===== src/rtl/sensor_level_quantizer.sv =====
// sensor_level_quantizer: turns raw ADC samples from four environmental
// sensors into debounced 2-bit levels. Each accepted sample takes three
// clocks (IDLE -> CLASSIFY -> UPDATE). CLASSIFY counts the thresholds the
// sample clears, with hysteresis around the committed level. UPDATE runs
// the persistence filter for the addressed channel only.
// Optional feature: define SQ_STALE_DETECT_EN to add per-channel stale
// timeout counters; without it level_stale is tied to zero.
module sensor_level_quantizer #(
  parameter int unsigned DATA_W       = 8,
  parameter int unsigned T1           = 64,
  parameter int unsigned T2           = 128,
  parameter int unsigned T3           = 192,
  parameter int unsigned HYST         = 4,
  parameter int unsigned PERSIST      = 3,
  parameter int unsigned STALE_CYCLES = 1000000
) (
  input  logic              clk,
  input  logic              rst,
  input  logic              sample_valid,
  output logic              sample_ready,
  input  logic [1:0]        sample_ch,
  input  logic [DATA_W-1:0] sample_data,
  output logic [1:0]        level_temperature,
  output logic [1:0]        level_humidity,
  output logic [1:0]        level_light,
  output logic [1:0]        level_soil,
  output logic [3:0]        level_seen,
  output logic [3:0]        level_change,
  output logic [3:0]        level_stale
);

  localparam int unsigned CMP_W = DATA_W + 1;
  localparam int unsigned CNT_W = $clog2(PERSIST + 1);
  localparam logic [CNT_W-1:0] PERSIST_CNT = CNT_W'(PERSIST);

  typedef enum logic [1:0] {IDLE, CLASSIFY, UPDATE} state_t;

  state_t              state_q, state_d;
  logic [1:0]          ch_q, ch_d;
  logic [DATA_W-1:0]   data_q, data_d;
  logic [1:0]          cand_q, cand_d;
  logic [1:0]          hits;

  logic [1:0]          level_q [4];
  logic [1:0]          level_d [4];
  logic [1:0]          pend_q  [4];
  logic [1:0]          pend_d  [4];
  logic [CNT_W-1:0]    cnt_q   [4];
  logic [CNT_W-1:0]    cnt_d   [4];
  logic [CNT_W-1:0]    cnt_next;
  logic [3:0]          seen_q, seen_d;
  logic [3:0]          change_q, change_d;

  // Threshold idx (0..2 for T1..T3) in DATA_W+1 bits: lowered by HYST
  // (floored at 0) once the committed level is at or above it, otherwise
  // raised by HYST (capped at 2^DATA_W, which no sample can reach).
  function automatic logic [CMP_W-1:0] threshold(input int idx, input logic at_or_below);
    longint unsigned t;
    longint unsigned lim;
    longint unsigned full;
    case (idx)
      0:       t = 64'(T1);
      1:       t = 64'(T2);
      default: t = 64'(T3);
    endcase
    full = 64'(1) << DATA_W;
    if (at_or_below) begin
      lim = (t > 64'(HYST)) ? t - 64'(HYST) : 64'(0);
    end else begin
      lim = t + 64'(HYST);
      if (lim > full) lim = full;
    end
    return CMP_W'(lim);
  endfunction

  // Handshake FSM: accept in IDLE, then one cycle each to classify and update.
  always_comb begin
    // NOTE: every variable gets a default before any branch so that no path
    // leaves it unassigned, which would otherwise infer a latch.
    state_d      = state_q;
    ch_d         = ch_q;
    data_d       = data_q;
    sample_ready = 1'b0;
    case (state_q)
      IDLE: begin
        sample_ready = 1'b1;
        if (sample_valid) begin
          ch_d    = sample_ch;
          data_d  = sample_data;
          state_d = CLASSIFY;
        end
      end
      CLASSIFY: state_d = UPDATE;
      UPDATE:   state_d = IDLE;
      default:  state_d = IDLE;
    endcase
  end

  // Candidate level: number of thresholds cleared, hysteresis keyed to the
  // committed level of the captured channel.
  always_comb begin
    cand_d = cand_q;
    hits   = '0;
    if (state_q == CLASSIFY) begin
      for (int i = 0; i < 3; i++) begin
        if ({1'b0, data_q} >= threshold(i, i < int'(level_q[ch_q]))) hits = hits + 2'd1;
      end
      cand_d = hits;
    end
  end

  // Persistence filter for the addressed channel; all others hold.
  always_comb begin
    level_d  = level_q;
    pend_d   = pend_q;
    cnt_d    = cnt_q;
    seen_d   = seen_q;
    change_d = '0;
    cnt_next = '0;
    if (state_q == UPDATE) begin
      if (!seen_q[ch_q]) begin
        level_d[ch_q] = cand_q;
        seen_d[ch_q]  = 1'b1;
        cnt_d[ch_q]   = '0;
      end else if (cand_q == level_q[ch_q]) begin
        cnt_d[ch_q] = '0;
      end else begin
        if (cnt_q[ch_q] == '0 || cand_q != pend_q[ch_q]) begin
          pend_d[ch_q] = cand_q;
          cnt_next     = CNT_W'(1);
        end else begin
          cnt_next = cnt_q[ch_q] + CNT_W'(1);
        end
        if (cnt_next == PERSIST_CNT) begin
          level_d[ch_q]  = cand_q;
          cnt_d[ch_q]    = '0;
          change_d[ch_q] = 1'b1;
        end else begin
          cnt_d[ch_q] = cnt_next;
        end
      end
    end
  end

  // FSM state and captured sample registers.
  always_ff @(posedge clk or posedge rst) begin
    // NOTE: sequential state uses non-blocking assignments so every register
    // samples pre-edge values regardless of statement order.
    if (rst) begin
      state_q <= IDLE;
      ch_q    <= '0;
      data_q  <= '0;
      cand_q  <= '0;
    end else begin
      state_q <= state_d;
      ch_q    <= ch_d;
      data_q  <= data_d;
      cand_q  <= cand_d;
    end
  end

  // Per-channel committed level, pending candidate, counter, seen and pulse.
  always_ff @(posedge clk or posedge rst) begin
    if (rst) begin
      // NOTE: these small per-channel arrays are reset element by element
      // because their reset values are architecturally visible.
      for (int i = 0; i < 4; i++) begin
        level_q[i] <= 2'd2;
        pend_q[i]  <= '0;
        cnt_q[i]   <= '0;
      end
      seen_q   <= '0;
      change_q <= '0;
    end else begin
      level_q  <= level_d;
      pend_q   <= pend_d;
      cnt_q    <= cnt_d;
      seen_q   <= seen_d;
      change_q <= change_d;
    end
  end

  assign level_temperature = level_q[0];
  assign level_humidity    = level_q[1];
  assign level_light       = level_q[2];
  assign level_soil        = level_q[3];
  assign level_seen        = seen_q;
  assign level_change      = change_q;

`ifdef SQ_STALE_DETECT_EN
  localparam int unsigned STALE_W = $clog2(STALE_CYCLES + 1);
  localparam logic [STALE_W-1:0] STALE_MAX = STALE_W'(STALE_CYCLES);

  logic [STALE_W-1:0] stale_cnt_q [4];

  // Saturating idle counters, cleared when a sample for the channel updates.
  always_ff @(posedge clk or posedge rst) begin
    if (rst) begin
      for (int i = 0; i < 4; i++) stale_cnt_q[i] <= '0;
    end else begin
      for (int i = 0; i < 4; i++) begin
        if (state_q == UPDATE && ch_q == 2'(i)) stale_cnt_q[i] <= '0;
        else if (stale_cnt_q[i] != STALE_MAX) stale_cnt_q[i] <= stale_cnt_q[i] + STALE_W'(1);
      end
    end
  end

  // Stale flag follows its counter, so it drops together with the clear.
  always_comb begin
    level_stale = '0;
    for (int i = 0; i < 4; i++) level_stale[i] = (stale_cnt_q[i] == STALE_MAX);
  end
`else
  assign level_stale = '0;
`endif

endmodule


===== config.mk =====
export PLATFORM = sky130hd
export DESIGN_NAME = sensor_level_quantizer
export DESIGN_NICKNAME = d
export VERILOG_FILES = /design/src/rtl/sensor_level_quantizer.sv
export SDC_FILE = /design/constraint.sdc
export NUM_CORES = 1
export LEC_CHECK = 0
export CORE_MARGIN = 2
export CORE_UTILIZATION = 40
export DETAILED_ROUTE_END_ITERATION = 12
export PLACE_DENSITY_LB_ADDON = 0.15
export SLEW_MARGIN = 20
export SYNTH_ARGS = -nofsm -noshare
export SYNTH_HDL_FRONTEND = slang
export SYNTH_SLANG_ARGS = --single-unit

===== constraint.sdc =====
create_clock -name clk -period 8.6 [get_ports clk]
set_clock_uncertainty 0.15 [all_clocks]
set_input_delay 1.29 -clock clk [delete_from_list [all_inputs] [get_ports clk]]
set_output_delay 1.29 -clock clk [all_outputs]
set_load 0.005 [all_outputs]

-- After elaboration in Yosys (flattened, before gate mapping)
Index checks and enable logic that the tools add are counted.
- add/subtract/negate cells: 9
- order comparisons: 16
- eq/ne operators: 8
- muxes and demuxes: 55
- bitwise operators: 6
- reduce and logical (&&, ||, !) cells: 9
- operators by type and width (cell ; number):
    $add 64x3->64 const B ; 3
    $gt 64x3->1 const B ; 3
    $gt 64x9->1 const B ; 3
    $mux 64 ; 3
    $mux 9 ; 12
    $mux 8 ; 6
    $mux 2 ; 16
    $ge 8x9->1 ; 3
    $sub 9x3->9 const B ; 3
    $bwmux 8 ; 3
    $mux 4 ; 4
    $bmux 2 s2 ; 3
    $and 8x8->8 ; 1
    $not 8->8 ; 1
    $add 2x1->2 const B ; 3
    $demux 2 s2 ; 1
    $eq 2x2->1 const B ; 2
    $logic_not 2->1 ; 2
    $lt 1x2->1 const A ; 2
    $mux 1 ; 4
    $ne 2x2->1 const B ; 2
    $or 4x4->4 ; 1
    $pmux 2 s2 ; 1
    $reduce_and 2->1 ; 2
    other kinds (17) ; 19
- flip-flop bits (word level): 46
- bits of input ports: 13
- output and inout port bits: 21
- word-level logic and storage cells: 121

-- Depth between registers and ports, before layout
- word-level depth: 15
- depth in mapped cells: 12

-- Worst setup path after synthesis
OpenSTA, ideal clock, no wires.
- kind: reg2reg
- start point: register ch_q[0]
- end point: register cand_q[0]
- library setup time: 0.082 ns
- arrival: 2.971 ns
- data required time: 8.368 ns
- slack: 5.397 ns
- cell stages (with the launch flop): 13
- clock period less this slack: 3.203 ns
- cell sequence: dfrtp_1 buf_6 mux4_2 inv_1 ha_1 a21o_1 a21o_1 a21o_1 a21o_1 a21oi_1 ha_1 or3_1 a31oi_1
- cells in the longest elaborated chain, start to end: 15
- elaborated cells between the ends (all ways): 23
- classes of those cells: add/sub: 2; order compare: 6; mux: 14; bitwise: 1
- RTL lines (what ; RTL line ; RTL):
    from (decl) ; 39 ; logic [1:0] ch_q, ch_d;
    from (signal assigned) ; 156 ; ch_q <= ch_d;
    $not 2->3 (not written as such) (*) ; 106 ; if ({1'b0, data_q} >= threshold(i, i < int'(level_q[ch_q]))) hits = hits + 2'd1;
    $bmux 2 s2 (*) ; 106 ;
    $mux 2 (not written as such) (*) (2 in series) ; 106 ;
    $lt 1x2->1 ; 106 ;
    $mux 9 ; 67 ; if (at_or_below) begin
    $mux 9 ; 104 ; if (state_q == CLASSIFY) begin
    $ge 8x9->1 ; 106 ;
    $mux 1 ; 106 ;
    $mux 2 ; 104 ;
    $add 2x1->2 ; 106 ;
    $mux 2 ; 106 ;
    $mux 2 ; 104 ;
    $add 2x1->2 ; 106 ;
    $mux 2 (*) ; 106 ;
    to (signal assigned) ; 158 ; cand_q <= cand_d;
    to (decl) ; 41 ; logic [1:0] cand_q, cand_d;
Mark *: on every way between the ends. The rest lies on a longest branch, timed or not. The select of a mux whose other input is x is not followed.
A chain may end at the register's enable or synchronous reset.

-- Final worst setup path
Ends and elaborated chain as after synthesis.

==> results.sh <==
export IMPL_dieArea_um2=7350
export IMPL_grt_overflow_total=0
export IMPL_insertion_delay_ns=0.29
export IMPL_mostFrequentLayoutCells="dfrtp_1, nand2_1, clkdlybuf4s50_1, o21ai_0, ha_1"
export IMPL_grt_pass1_vias=1849
export IMPL_cts_buffer_depth=2
export IMPL_synthesis_area_um2=2670
export IMPL_place_ws_ns=4.73
export IMPL_grt_max_degree=45
export IMPL_place_congestion=0.747
export IMPL_cts_setup_buffers=0
export IMPL_post_route_util_pct=47.2
export IMPL_vdd_ir_drop_max_mv=0.103
export IMPL_synth_xor_area_share_pct=1.97
export IMPL_synth_main_ff_cell="dfrtp_1"
export IMPL_antennaDiodeCount=0
export IMPL_fillCellCount=603
export IMPL_portBuffers=27
export IMPL_critPathLaunchType="flip-flop"
export IMPL_p_seq_share_pct=41.1
export IMPL_cts_sinks=44
export IMPL_synth_edf_count=0
export IMPL_clk_pin_slew_ns=0.07
export IMPL_critPathCaptureType="flip-flop"
export IMPL_synthMuxAreaShare_pct=12.9
export IMPL_ys_seq_area_share_pct=41.4
export IMPL_num_io_pins=34
export IMPL_syn_area_per_cell_um2=10.6
export IMPL_rsz0062_at_grt="false"
export IMPL_worst_slew_pin_slew_ns=0.960
export IMPL_p_leak_uw=0.00133
export IMPL_synth_simple_area_share_pct=16.6
export IMPL_intPower_uw=497
export IMPL_viasPerCell=5.46
export IMPL_fin_ws_ns=4.73
export IMPL_slew_headroom_pct=35.1
export IMPL_finalCritPeriodShare_pct=45.0
export IMPL_placementRows=29
export IMPL_synth_top_family_by_area="simple AND/OR/NAND/NOR gates"
export IMPL_period_minus_slack_ns=3.87
export IMPL_pwr_share_clk_pct=18.5
export IMPL_core_area_um2=6420
export IMPL_finalHoldViolCount=0
export IMPL_finalMaxSlewViolations=0
export IMPL_criticalPathCategory="reg2reg"
export IMPL_synthAdderAreaFrac_pct=6.55
export IMPL_drc_errors=0
export IMPL_routed_wl_mm=5.34
export IMPL_fp_dieH_um=85.8
export IMPL_setup_viol=0
export IMPL_yosysUniqueCellTypes=51
export IMPL_first_iter_violations=59
export IMPL_hold_path_class="reg2reg"
export IMPL_die_x_um=85.8
export IMPL_cts_root_buffer="clkbuf_8"
export IMPL_cts_hold_buf=0
export IMPL_status="finished, final reports clean"
export IMPL_layout_cells_most_common="dfrtp_1"
export IMPL_hold_ws_ns=0.326
export IMPL_dp_hpwl_mm=3.74
export IMPL_cts_tree="yes"
export IMPL_syn_to_final_growth_pct=13.3
export IMPL_synth_compound_area_share_pct=14.4
export IMPL_h_tree_depth=2
export IMPL_nNetsFinal=296
export IMPL_totalNegativeSetupSlack_ns=0
export IMPL_cts_buffers=5
export IMPL_maxCapViolCount=0
export IMPL_grt_total_usage_pct=15.9
export IMPL_syn_inst=253
export IMPL_cts_resized=0
export IMPL_cp_arrival_ns=3.92
export IMPL_combPwrFrac_pct=40.4
export IMPL_p_sw_share_pct=38.6
export IMPL_postRouteAntennaNets=0
export IMPL_crit_fanout=19
export IMPL_routedWlPerCell_um=15.5
export IMPL_pwr_density_cell_nw_per_um2=267
export IMPL_p_sw_uw=312
export IMPL_yosys_register_bits=44
export IMPL_required_ns=8.65
export IMPL_start_util_pct=41.6
export IMPL_ys_warn_count=0
export IMPL_grt_pass1_wl_mm=9.18
export IMPL_layout_drive_gt1_share_pct=15.7
export IMPL_antenna_found_initial=0
export IMPL_dr_total_vias=1882
export IMPL_dr_pass1_iters=6
export IMPL_fmax_ghz=0.258
export IMPL_async_reset_ff_share_pct=100
-- area by class of cell --
class	count	area [um^2]	area share, %
sequential	44	1110	36.5
timing repair buffer	28	278	9.17
multi-input combinational	181	1420	46.8
clock buffer	5	68.8	2.27
inverter	9	33.8	1.12
tap	77	96.3	3.18
clock inverter	1	30.0	0.991
-- synthesized netlist by cell type (3+ instances only) --
cell type	n	area, um^2
nand3_2	4	40.0
mux2i_1	3	30.0
clkbuf_1	10	37.5
nand2b_1	4	25.0
dfrtp_1	40	1000
o41ai_1	4	35.0
o21ai_0	15	75.1
mux4_2	6	135
ha_1	14	175
nand4_1	8	50.1
buf_6	3	33.8
a31oi_1	8	50.1
a21o_1	7	52.6
buf_2	4	20.0
o211ai_1	6	45.0
buf_4	5	37.5
nand2_1	37	139
mux2_2	8	90.1
mux2_1	8	90.1
nor2_1	10	37.5
dfstp_2	4	105
inv_1	9	33.8
-- power by group through the flow --
stage | logic [uW] | clock network [uW] | registers (uW)
after floorplan | 304 | 0 | 289
after global routing | 367 | 167 | 344
final | 327 | 150 | 332
after detailed placement | 330 | 0 | 337
after CTS | 331 | 158 | 333
after global placement | 327 | 0 | 337
-- per-layer routing --
layer  global-route usage, %  vias up  routed length (um)
met1                    21.6      892                2610
met2                    25.8       46                2480
met5                       0        -                   0
met3                    2.89        2                 213
met4                    4.76        0                  36
li1                        -      942                   -
-- critical path, stage by stage, from the launching register on --
cell and delay [ns]:
dfrtp_1 0.82, mux4_2 0.73, inv_1 0.17, ha_1 0.25, a21o_1 0.17, a21o_1 0.17
a21o_1 0.17, a21o_1 0.18, a21oi_1 0.15, ha_1 0.25, or3_1 0.37, a31oi_1 0.19
-- path summary, 6_finish.rpt --
| kind | start | end | slack (ns) | cells after the start |
|---|---|---|---|---|
| setup reg to reg | ch_q[0]$_DFFE_PP0P_ | cand_q[0]$_DFFE_PP0N_ | 4.73 | 11 |
| max in group asynchronous | rst | level_light[1]$_DFFE_PP1P_ | 6.63 | 3 |
| min in group asynchronous | rst | cnt_q[5]$_DFFE_PP0P_ | 1.29 | 3 |
| hold reg to reg | cnt_q[3]$_DFFE_PP0P_ | cnt_q[3]$_DFFE_PP0P_ | 0.33 | 2 |
| hold / removal | cnt_q[3]$_DFFE_PP0P_ | cnt_q[3]$_DFFE_PP0P_ | 0.33 | 2 |
| setup / recovery | ch_q[0]$_DFFE_PP0P_ | cand_q[0]$_DFFE_PP0N_ | 4.73 | 11 |
-- state kept, by name, indices dropped and copies added, names as in the netlist --
register,count
pend_q,8
level_humidity,2
cand_q,2
level_change,4
level_seen,4
data_q,6
level_soil,2
level_temperature,2
ch_q,2
state_q,2
cnt_q,8
level_light,2
-- kinds of logic after synthesis --
kind of cell,after synthesis
simple gates,82
compound gates,53
flops,44
buf+inv,31
mux,25
fa+ha+maj,14
xor+xnor,3
other cells,1
-- stage by stage --
stage | cells | total power (uW) | instance area (um^2)
floorplan | 256 | 593 | 2690
global placement | 339 | 664 | 2930
detailed placement | 339 | 667 | 2930
CTS | 345 | 822 | 3030
global route | 345 | 878 | 3030
finish | 345 | 809 | 3030
No activity file was read; power rests on OpenSTA's default activity.
